===== config.mk =====
export PLATFORM = sky130hd
export DESIGN_NAME = add64_seq_ctrl_flat
export DESIGN_NICKNAME = d
export VERILOG_FILES = /design/src/rtl/add64_if.sv /design/src/rtl/add64_seq_ctrl.sv /design/src/flat_wrapper.sv
export SDC_FILE = /design/constraint.sdc
export NUM_CORES = 1
export LEC_CHECK = 0
export CORE_UTILIZATION = 49
export CTS_CLUSTER_SIZE = 16
export DETAILED_ROUTE_END_ITERATION = 6
export HOLD_SLACK_MARGIN = 0.06
export PLACE_DENSITY = 0.86
export REMOVE_ABC_BUFFERS = 1
export SYNTH_ARGS = -nofsm -noshare
export SYNTH_HDL_FRONTEND = slang
export SYNTH_SLANG_ARGS = --single-unit

===== constraint.sdc =====
create_clock -name clk -period 5.4 [get_ports clk]
set_clock_uncertainty 0.2 [all_clocks]
set_input_delay 1.08 -clock clk [delete_from_list [all_inputs] [get_ports clk]]
set_output_delay 1.08 -clock clk [all_outputs]
set_load 0.01 [all_outputs]

===== src/rtl/add64_if.sv =====
// Operand/result bundle of the 64-bit sequential adder, including the
// side channel to the shared 32-bit adder it borrows for two cycles per add.
interface add64_if;
  logic        start;
  logic [63:0] A;
  logic [63:0] B;
  logic        c_in;
  logic [31:0] add_a;
  logic [31:0] add_b;
  logic        add_cin;
  logic [31:0] add_sum;
  logic        add_cout;
  logic        busy;
  logic        done;
  logic [63:0] sum;
  logic        c_out;
  logic        ovf;

  // start is a one-cycle request, honoured only in IDLE or DONE; done is a
  // one-cycle pulse marking sum/c_out/ovf valid, and busy covers LO and HI.
  modport slave (
    input  start, A, B, c_in, add_sum, add_cout,
    output add_a, add_b, add_cin, busy, done, sum, c_out, ovf
  );

  modport master (
    output start, A, B, c_in, add_sum, add_cout,
    input  add_a, add_b, add_cin, busy, done, sum, c_out, ovf
  );
endinterface


===== src/rtl/add64_seq_ctrl.sv =====
// 64-bit adder built from two passes through a shared 32-bit adder:
// low half in LO, high half in HI, result presented with a done pulse.
module add64_seq_ctrl (
  input  logic        clk,
  input  logic        rst_n,
  add64_if.slave      bus,
  output logic [1:0]  state_dbg
);

  typedef enum logic [1:0] {
    IDLE = 2'd0,
    LO   = 2'd1,
    HI   = 2'd2,
    DONE = 2'd3
  } state_t;

  state_t      state_q, state_d;
  logic        load;
  logic [63:0] a_q, b_q;
  logic        cin_q;
  logic        carry_q;
  logic [63:0] sum_q;
  logic        c_out_q;
  logic        ovf_q;
  logic        ovf_d;

  always_ff @(posedge clk or negedge rst_n) begin
    if (!rst_n) begin
      state_q <= IDLE;
      a_q     <= '0;
      b_q     <= '0;
      cin_q   <= 1'b0;
      carry_q <= 1'b0;
      sum_q   <= '0;
      c_out_q <= 1'b0;
      ovf_q   <= 1'b0;
    end else begin
      state_q <= state_d;
      if (load) begin
        a_q   <= bus.A;
        b_q   <= bus.B;
        cin_q <= bus.c_in;
      end
      if (state_q == LO) begin
        sum_q[31:0] <= bus.add_sum;
        carry_q     <= bus.add_cout;
      end
      if (state_q == HI) begin
        sum_q[63:32] <= bus.add_sum;
        c_out_q      <= bus.add_cout;
        ovf_q        <= ovf_d;
      end
    end
  end

  // Overflow uses the captured operands and the high-half sum bit 63.
  assign ovf_d = (a_q[63] == b_q[63]) && (bus.add_sum[31] != a_q[63]);

  always_comb begin
    state_d     = state_q;
    load        = 1'b0;
    bus.add_a   = '0;
    bus.add_b   = '0;
    bus.add_cin = 1'b0;
    case (state_q)
      IDLE: begin
        if (bus.start) begin
          load    = 1'b1;
          state_d = LO;
        end
      end
      LO: begin
        bus.add_a   = a_q[31:0];
        bus.add_b   = b_q[31:0];
        bus.add_cin = cin_q;
        state_d     = HI;
      end
      HI: begin
        bus.add_a   = a_q[63:32];
        bus.add_b   = b_q[63:32];
        bus.add_cin = carry_q;
        state_d     = DONE;
      end
      DONE: begin
        if (bus.start) begin
          load    = 1'b1;
          state_d = LO;
        end else begin
          state_d = IDLE;
        end
      end
      default: state_d = IDLE;
    endcase
  end

  assign bus.busy  = (state_q == LO) || (state_q == HI);
  assign bus.done  = (state_q == DONE);
  assign bus.sum   = sum_q;
  assign bus.c_out = c_out_q;
  assign bus.ovf   = ovf_q;
  assign state_dbg = state_q;

endmodule


===== src/flat_wrapper.sv =====
// flat-port wrapper written by rule: the top's interface ports become plain ports
module add64_seq_ctrl_flat 
  (clk, rst_n, state_dbg, bus_start, bus_A, bus_B, bus_c_in, bus_add_sum, bus_add_cout, bus_add_a, bus_add_b, bus_add_cin, bus_busy, bus_done, bus_sum, bus_c_out, bus_ovf);
  add64_if bus_i ();
  input  logic clk;
  input  logic rst_n;
  output logic [1:0] state_dbg;
  input wire logic [$bits(bus_i.start)-1:0] bus_start;
  input wire logic [$bits(bus_i.A)-1:0] bus_A;
  input wire logic [$bits(bus_i.B)-1:0] bus_B;
  input wire logic [$bits(bus_i.c_in)-1:0] bus_c_in;
  input wire logic [$bits(bus_i.add_sum)-1:0] bus_add_sum;
  input wire logic [$bits(bus_i.add_cout)-1:0] bus_add_cout;
  output wire logic [$bits(bus_i.add_a)-1:0] bus_add_a;
  output wire logic [$bits(bus_i.add_b)-1:0] bus_add_b;
  output wire logic [$bits(bus_i.add_cin)-1:0] bus_add_cin;
  output wire logic [$bits(bus_i.busy)-1:0] bus_busy;
  output wire logic [$bits(bus_i.done)-1:0] bus_done;
  output wire logic [$bits(bus_i.sum)-1:0] bus_sum;
  output wire logic [$bits(bus_i.c_out)-1:0] bus_c_out;
  output wire logic [$bits(bus_i.ovf)-1:0] bus_ovf;
  assign bus_i.start = bus_start;
  assign bus_i.A = bus_A;
  assign bus_i.B = bus_B;
  assign bus_i.c_in = bus_c_in;
  assign bus_i.add_sum = bus_add_sum;
  assign bus_i.add_cout = bus_add_cout;
  assign bus_add_a = bus_i.add_a;
  assign bus_add_b = bus_i.add_b;
  assign bus_add_cin = bus_i.add_cin;
  assign bus_busy = bus_i.busy;
  assign bus_done = bus_i.done;
  assign bus_sum = bus_i.sum;
  assign bus_c_out = bus_i.c_out;
  assign bus_ovf = bus_i.ovf;
  add64_seq_ctrl u_core (.clk(clk), .rst_n(rst_n), .bus(bus_i), .state_dbg(state_dbg));
endmodule

==> Flow_metrics.wiki, run 1 <==
{| class="wikitable"
! Metric !! Value
|-
| GR Layer Usage met3 || 0.0647
|-
| Max-slew violations || 0
|-
| Number of buffers added on ports || 299
|-
| CTS tree || done
|-
| Switching Fraction || 0.335
|-
| Buffers inserted by post-CTS timing repair || 0
|-
| Die extent in y || 134 um
|-
| Worst path arrival time || 3.12 ns
|-
| Avg WL per Cell || 19.6 um
|-
| Number of buffers created by CTS || 17
|-
| Transition time at the pin with the least slew margin || 1.15 ns
|-
| Top-count cell post-synth || sky130_fd_sc_hd__dfrtp_1
|-
| Bufs on Longest Clock Path || 2
|-
| Result of the run || completed
|-
| Slack of the worst reg-to-reg path || 1.96 ns
|-
| Async set-reset flop share out of synthesis || 1.00
|-
| Number of violations of the max-capacitance limit || 0
|-
| Initial antenna violation count || 1
|-
| Dpl hpwl || 14.9 mm
|-
| Share of the clock period used by the worst path after layout || 0.814
|-
| Met2 track demand over resource in global routing || 0.418
|-
| Number of buffers added to fix hold violations after cts || 0
|-
| Largest cells by area after synthesis || sky130_fd_sc_hd__dfrtp_1 (58%), sky130_fd_sc_hd__mux2_2 (26%), sky130_fd_sc_hd__a22oi_1 (5.7%)
|-
| Shortest period the worst path allows || 4.40 ns
|-
| Share of the synthesized area in the top cell type || 0.583
|-
| Boundary Pins || 300
|-
| Number of warning messages in the yosys log || 0
|-
| Congestion Overflow GR || 0
|-
| Required time at the worst-slack endpoint || 4.12 ns
|-
| Post-synthesis cell count || 587
|-
| Total via count after detailed routing || 5960
|-
| Proportion of synthesized chip area in sequential cells || 0.583
|-
| Int Pwr || 0.00530 W
|-
| Core footprint || 0.0168 mm2
|-
| Syn-to-layout area delta || 43.2%
|-
| Final Hold Viols || 0
|-
| DIE AREA || 0.0179 mm2
|-
| Antenna viol nets, final || 0
|-
| Overall power consumption || 0.00796 W
|-
| Proportion of power drawn by the clock network || 0.155
|-
| Kind of launch point of the worst setup path || flop
|-
| Fillcell total || 1128
|-
| Crit Path Class || reg2out
|-
| Area of the multi-input gates || 0.00327 mm2
|-
| Pre-CTS worst setup slack || 1.50 ns
|-
| Worst max-slew margin expressed relative to the limit || 0.232
|-
| Power density normalized to cell area || 655 mW/mm2
|-
| Synth Flop Type || sky130_fd_sc_hd__dfrtp_1
|-
| Maximum net fanout on the critical path || 86
|-
| Met1 track utilization from global routing || 0.297
|-
| Most used standard cells in the synthesized netlist || sky130_fd_sc_hd__dfrtp_1 (198), sky130_fd_sc_hd__mux2_2 (195), sky130_fd_sc_hd__a22oi_1 (65), sky130_fd_sc_hd__nor2b_1 (65), sky130_fd_sc_hd__clkbuf_1 (15)
|-
| Worst-skew pair later-pin latency || 0.43 ns
|-
| Busiest layer in global routing || met2
|-
| Total Negative Setup Slacks || 0 ns
|-
| Portion of total power attributed to combinational logic || 0.506
|-
| Path class of the lowest-slack min-delay path || reg2reg
|-
| Vias in the first global route || 6391
|-
| Number of register bits inferred by synthesis || 198
|-
| Setup repair after global routing missed its margin || no
|-
| Biggest area consumer among synthesized cells || sky130_fd_sc_hd__dfrtp_1
|-
| Worst Hold Margin || 0.309 ns
|-
| Sequential power share || 0.339
|-
| Wire length after detailed routing || 21.7 mm
|-
| Routed vias/inst || 5.39
|-
| Net Sw Power || 0.00266 W
|-
| Resized Gates After CTS || 0
|-
| Placement row count || 47
|-
| Routability congestion estimate from global placement || 0.798
|-
| Count of flip-flops with a built-in enable after synthesis || 0
|-
| Leakage power figure || 4.85 nW
|-
| Global-route wire length before repair || 33.9 mm
|-
| Peak supply drop || 0.000438 V
|-
| Clock Sink Count || 198
|-
| Post-Syn Area || 0.00849 mm2
|-
| Area used by sequential logic in the layout || 0.00495 mm2
|-
| Number of endpoints failing setup at the final stage || 0
|-
| CP Capture Type || primary output
|-
| GRT Resource Usage Total || 0.248
|-
| Initial DRC count || 287
|-
| Pin count of the biggest net entering global routing || 114
|-
| Syn_area_per_cell || 14.5 um2
|-
| Peak clock frequency supported by timing || 228 MHz
|-
| First-pass iteration count of the detailed router || 4
|-
| Final Worst Setup Slack || 1.00 ns
|-
| Fraction of layout instances using a drive strength above 1 || 0.271
|-
| Effective utilization at floorplan || 0.507
|-
| Remaining DRCs || 0
|-
| Total number of nets in the final design || 1042
|-
| Post-CTS clock slew at the launch and capture registers of the worst setup and hold paths || 0.07 ns
|-
| # H-tree levels || 4
|-
| Library cells used by synthesis || 22
|-
| Root buf cell || sky130_fd_sc_hd__clkbuf_16
|-
| Die Wd || 134 um
|}
## flip-flops by register name (all words and copies together), names as in the netlist
name	count
u_core.carry_q	1
u_core.bus.sum	64
u_core.state_dbg	2
u_core.bus.c_out	1
u_core.cin_q	1
u_core.b_q	64
u_core.bus.ovf	1
u_core.a_q	64
## worst paths after layout
kind / start / endpoint / cells after the start
setup reg to reg: u_core.state_dbg[0] / u_core.a_q[25] / 5
hold / removal: u_core.bus.sum[52] / u_core.bus.sum[52] / 1
max in group asynchronous: rst_n / u_core.a_q[5] / 2
hold reg to reg: u_core.bus.sum[52] / u_core.bus.sum[52] / 1
min in group asynchronous: rst_n / u_core.b_q[20] / 1
setup / recovery: u_core.state_dbg[1] / bus_add_a[26] / 5
## power groups by stage
stage                     Combinational [W]  Sequential (W)  Clock, W
after CTS                           0.00407         0.00269   0.00125
after global placement              0.00391         0.00264         0
final                               0.00403         0.00270   0.00123
after global routing                0.00429         0.00278   0.00131
after detailed placement            0.00404         0.00271         0
after floorplan                     0.00220         0.00272         0
## cells by family (layout without fill, tap and decap cells)
logic type,count (synthesis),in the layout,synth area share
multiplexers,195,195,0.259
adder cells (fa/ha/maj),5,5,0.00736
buffers and inverters,46,344,0.0354
other,0,1,0
AND/OR/NAND/NOR,71,71,0.0527
flip-flops,198,198,0.583
AO/OA/AOI/OAI,72,72,0.0627
## through the flow
step / util / cells / instance area, um2
after floorplan: - / 544 / 8210
after global placement: 0.692 / 1073 / 11600
after detailed placement: 0.692 / 1073 / 11600
after CTS: 0.725 / 1105 / 12200
after global routing: 0.726 / 1106 / 12200
final: 0.726 / 1106 / 12200
## metal layers
layer,vias to the layer above,part of all wire,wire (um)
met5,-,0,0
met4,0,0.038,836
met3,54,0.066,1440
met2,229,0.50,10800
met1,3008,0.40,8610
li1,2669,-,-
## cell usage in the layout, fill, tap and decap left out
master and count:
sky130_fd_sc_hd__buf_12 1, sky130_fd_sc_hd__a21oi_1 3, sky130_fd_sc_hd__clkinv_4 1, sky130_fd_sc_hd__ha_1 2
sky130_fd_sc_hd__inv_6 5, sky130_fd_sc_hd__clkbuf_8 2, sky130_fd_sc_hd__and3b_1 1, sky130_fd_sc_hd__ha_4 2
sky130_fd_sc_hd__clkbuf_1 2, sky130_fd_sc_hd__nor2b_1 65, sky130_fd_sc_hd__o21ai_0 1, sky130_fd_sc_hd__o31ai_1 1
sky130_fd_sc_hd__nor2b_4 1, sky130_fd_sc_hd__dfrtp_1 198, sky130_fd_sc_hd__o22a_1 1, sky130_fd_sc_hd__buf_4 9
sky130_fd_sc_hd__nor3b_1 1, sky130_fd_sc_hd__nor2_1 2, sky130_fd_sc_hd__clkdlybuf4s50_1 298, sky130_fd_sc_hd__mux2_2 195
sky130_fd_sc_hd__bufinv_16 1, sky130_fd_sc_hd__inv_1 3, sky130_fd_sc_hd__clkinvlp_4 2, sky130_fd_sc_hd__inv_8 1
sky130_fd_sc_hd__a22oi_1 65, sky130_fd_sc_hd__diode_2 1, sky130_fd_sc_hd__nand2_1 1, sky130_fd_sc_hd__clkbuf_16 17
sky130_fd_sc_hd__a2bb2oi_1 1, sky130_fd_sc_hd__ha_2 1, sky130_fd_sc_hd__clkinv_2 2
## area by class of cell
type,count,area share
Inverter,3,0.000926
Timing Repair Buffer,309,0.254
Clock buffer,20,0.0367
Tap cell,220,0.0226
Antenna cell,1,0.000206
Multi-Input combinational cell,343,0.269
Clock inverter,12,0.00977
Sequential cell,198,0.407
## critical path, cell delays in order, from the launching register on
cell and delay, ns:
sky130_fd_sc_hd__dfrtp_1 0.44, sky130_fd_sc_hd__inv_1 0.20, sky130_fd_sc_hd__ha_4 0.94, sky130_fd_sc_hd__a22oi_1 0.29
sky130_fd_sc_hd__nor2b_1 0.20, sky130_fd_sc_hd__clkdlybuf4s50_1 0.56
No activity file was read; power rests on OpenSTA's default activity.
==> inputs of run 2 (changes only) <==
--- a/config.mk
+++ b/config.mk
@@ -5,11 +5,11 @@
 export SDC_FILE = /design/constraint.sdc
 export NUM_CORES = 1
 export LEC_CHECK = 0
-export CORE_UTILIZATION = 49
+export CORE_UTILIZATION = 45
 export CTS_CLUSTER_SIZE = 16
 export DETAILED_ROUTE_END_ITERATION = 6
 export HOLD_SLACK_MARGIN = 0.06
-export PLACE_DENSITY = 0.86
+export PLACE_DENSITY = 0.8
 export REMOVE_ABC_BUFFERS = 1
 export SYNTH_ARGS = -nofsm -noshare
 export SYNTH_HDL_FRONTEND = slang
==> constraint.sdc (replaced) <==
create_clock -name clk -period 4.55 [get_ports clk]
set_clock_uncertainty 0.2 [all_clocks]
set_input_delay 0.91 -clock clk [delete_from_list [all_inputs] [get_ports clk]]
set_output_delay 0.91 -clock clk [all_outputs]
set_load 0.01 [all_outputs]
==> run 2 against run 1 <==
Net effect: hold slack better by 0.00060 ns; clock-buffer cell count shrank 2; global-route usage decreased by 2.5 points; routed wire length is 2.1% lower; largest power group unchanged.
==> Flow_metrics.wiki, run 2 (synthesis results as in run 1) <==
{| class="wikitable"
! Metric !! Value
|-
| Number of buffers created by CTS || 17 (unchanged)
|-
| Leakage power figure || 4.86 nW (+0.25%)
|-
| Clock Sink Count || 198 (unchanged)
|-
| Worst max-slew margin expressed relative to the limit || 0.260 (+0.0280)
|-
| Effective utilization at floorplan || 0.467 (-0.0403)
|-
| Crit Path Class || reg2out
|-
| Worst path arrival time || 3.03 ns (-0.09 ns)
|-
| Post-CTS clock slew at the launch and capture registers of the worst setup and hold paths || 0.07 ns (about the same)
|-
| Result of the run || completed
|-
| Routed vias/inst || 5.25 (-2.6%)
|-
| Cell with the largest stage delay on the worst path || sky130_fd_sc_hd__ha_2
|-
| Top library cells by usage in the layout, fill and taps aside || sky130_fd_sc_hd__clkdlybuf4s50_1 (298), sky130_fd_sc_hd__dfrtp_1 (198), sky130_fd_sc_hd__mux2_2 (195)
|-
| First-pass iteration count of the detailed router || 5 (+1)
|-
| Most common cell after layout, fill and taps aside || sky130_fd_sc_hd__clkdlybuf4s50_1
|-
| DIE AREA || 0.0194 mm2 (+8.7%)
|-
| Total via count after detailed routing || 5853 (-1.8%)
|-
| Wire length after detailed routing || 21.3 mm (-2.1%)
|-
| Number of buffers added on ports || 299 (unchanged)
|-
| Syn-to-layout area delta || 43.6%
|-
| Final Instance Area || 0.0122 mm2 (+0.32%)
|-
| Power density normalized to cell area || 775 mW/mm2 (+18%)
|-
| Congestion Overflow GR || 0 (unchanged)
|-
| Cells along the critical path || inv_1, ha_2, nor2b_1, clkdlybuf4s50_1
|-
| Boundary Pins || 300 (unchanged)
|-
| Pin count of the biggest net entering global routing || 116 (+1.8%)
|-
| Die extent in y || 139 um (+4.3%)
|-
| Global-route wire length before repair || 33.8 mm (-0.37%)
|-
| Transition time at the pin with the least slew margin || 1.11 ns (-0.0420 ns)
|-
| Bufs on Longest Clock Path || 2 (unchanged)
|-
| Resized Gates After CTS || 0 (unchanged)
|-
| Setup repair after global routing missed its margin || no
|-
| Dpl hpwl || 14.9 mm (about the same)
|-
| Avg WL per Cell || 19.1 um (-2.9%)
|-
| Number of violations of the max-capacitance limit || 0 (unchanged)
|-
| # H-tree levels || 4 (unchanged)
|-
| Remaining DRCs || 0 (unchanged)
|-
| Area after detailed placement || 0.0116 mm2 (+0.20%)
|-
| Max-slew violations || 0 (unchanged)
|-
| Path class of the lowest-slack min-delay path || reg2reg
|-
| Fillcell total || 1276 (+13%)
|-
| Slowest stage delay, CP || 1.11 ns (+0.17 ns)
|-
| Total Negative Setup Slacks || 0 ns (unchanged)
|-
| GRT Resource Usage Total || 0.223 (-0.0252)
|-
| Initial DRC count || 222 (-23%)
|-
| Placement row count || 49 (+4.3%)
|-
| Required time at the worst-slack endpoint || 3.44 ns (-0.68 ns)
|-
| Fraction of layout instances using a drive strength above 1 || 0.273 (+0.00226)
|-
| Routability congestion estimate from global placement || 0.777 (-2.5%)
|-
| Number of buffers added to fix hold violations after cts || 0 (unchanged)
|-
| Vias in the first global route || 6550 (+2.5%)
|-
| CP Capture Type || primary output
|-
| Total number of nets in the final design || 1042 (unchanged)
|-
| Core footprint || 0.0182 mm2 (+8.6%)
|-
| Share of the clock period used by the worst path after layout || 0.909
|-
| Shortest period the worst path allows || 4.14 ns
|-
| Worst-skew pair later-pin latency || 0.42 ns (about the same)
|-
| Buffers inserted by post-CTS timing repair || 0 (unchanged)
|-
| Root buf cell || sky130_fd_sc_hd__clkbuf_16
|-
| Peak clock frequency supported by timing || 242 MHz
|-
| Kind of launch point of the worst setup path || flop
|-
| Initial antenna violation count || 1 (unchanged)
|-
| Maximum net fanout on the critical path || 68 (-21%)
|-
| Antenna viol nets, final || 0 (unchanged)
|-
| Number of endpoints failing setup at the final stage || 0 (unchanged)
|-
| Peak supply drop || 0.000391 V (-11%)
|-
| Final Hold Viols || 0 (unchanged)
|-
| CTS tree || done
|-
| Die Wd || 139 um (+4.3%)
|}
## run 2: cell types whose count changed in the layout (fill, tap and decap cells not counted)
cell,delta
sky130_fd_sc_hd__clkinv_4,+2
sky130_fd_sc_hd__buf_4,-1
sky130_fd_sc_hd__buf_12,+1
sky130_fd_sc_hd__clkbuf_1,-2
sky130_fd_sc_hd__inv_6,-2
sky130_fd_sc_hd__inv_8,+2
## run 2: power by group
group,switching [W],internal [W],total (W)
logic,0.00196,0.00282,0.00479
registers,0.000494,0.00269,0.00318
clock network,0.000696,0.000787,0.00148
## run 2: through the flow
step            util  worst slack, ns  power [W]  cells  hold WS, ns
3_5_place_dp   0.638            0.862    0.00803   1082        0.295
3_3_place_gp   0.638            0.992    0.00781   1082        0.289
2_1_floorplan      -            0.317    0.00584    544        0.281
6_report       0.670            0.414    0.00945   1115        0.309
4_1_cts        0.670            0.390    0.00954   1114        0.312
5_1_grt        0.670            0.233     0.0100   1114        0.318
## run 2: area by class of cell
class | count | area, um2 | area share
inverter | 3 | 11.3 | 0.000923
clock inverter | 14 | 141 | 0.0116
sequential | 198 | 4950 | 0.406
antenna | 1 | 2.50 | 0.000205
tap | 229 | 287 | 0.0235
timing repair buffer | 309 | 3100 | 0.254
multi-input combinational | 343 | 3270 | 0.268
clock buffer | 18 | 439 | 0.0360
## run 2: per-layer routing
| layer | vias up | GRT usage | part of all wire |
|---|---|---|---|
| met2 | 214 | 0.395 | 0.51 |
| li1 | 2671 | - | - |
| met3 | 30 | 0.0626 | 0.068 |
| met1 | 2938 | 0.257 | 0.40 |
| met5 | - | 0 | 0 |
| met4 | 0 | 0.0789 | 0.019 |
## run 2: worst max-delay path, delay by kind of cell, from the launching register on
kind / cells / cell delay, ns
adders and majority gates: 1 / 1.11
DFF: 1 / 0.48
buffers and inverters: 2 / 0.74
and+or+nand+nor: 1 / 0.27
## run 2: worst paths after layout
kind / start / end / slack [ns] / depth (start not counted)
setup / recovery: u_core.state_dbg[0] / bus_add_b[1] / 0.41 / 4
hold / removal: u_core.a_q[16] / u_core.a_q[16] / 0.31 / 1
setup reg to reg: u_core.state_dbg[0] / u_core.a_q[47] / 1.40 / 5
hold reg to reg: u_core.a_q[16] / u_core.a_q[16] / 0.31 / 1
max in group asynchronous: rst_n / u_core.a_q[27] / 2.77 / 2
min in group asynchronous: rst_n / u_core.bus.sum[6] / 0.40 / 1
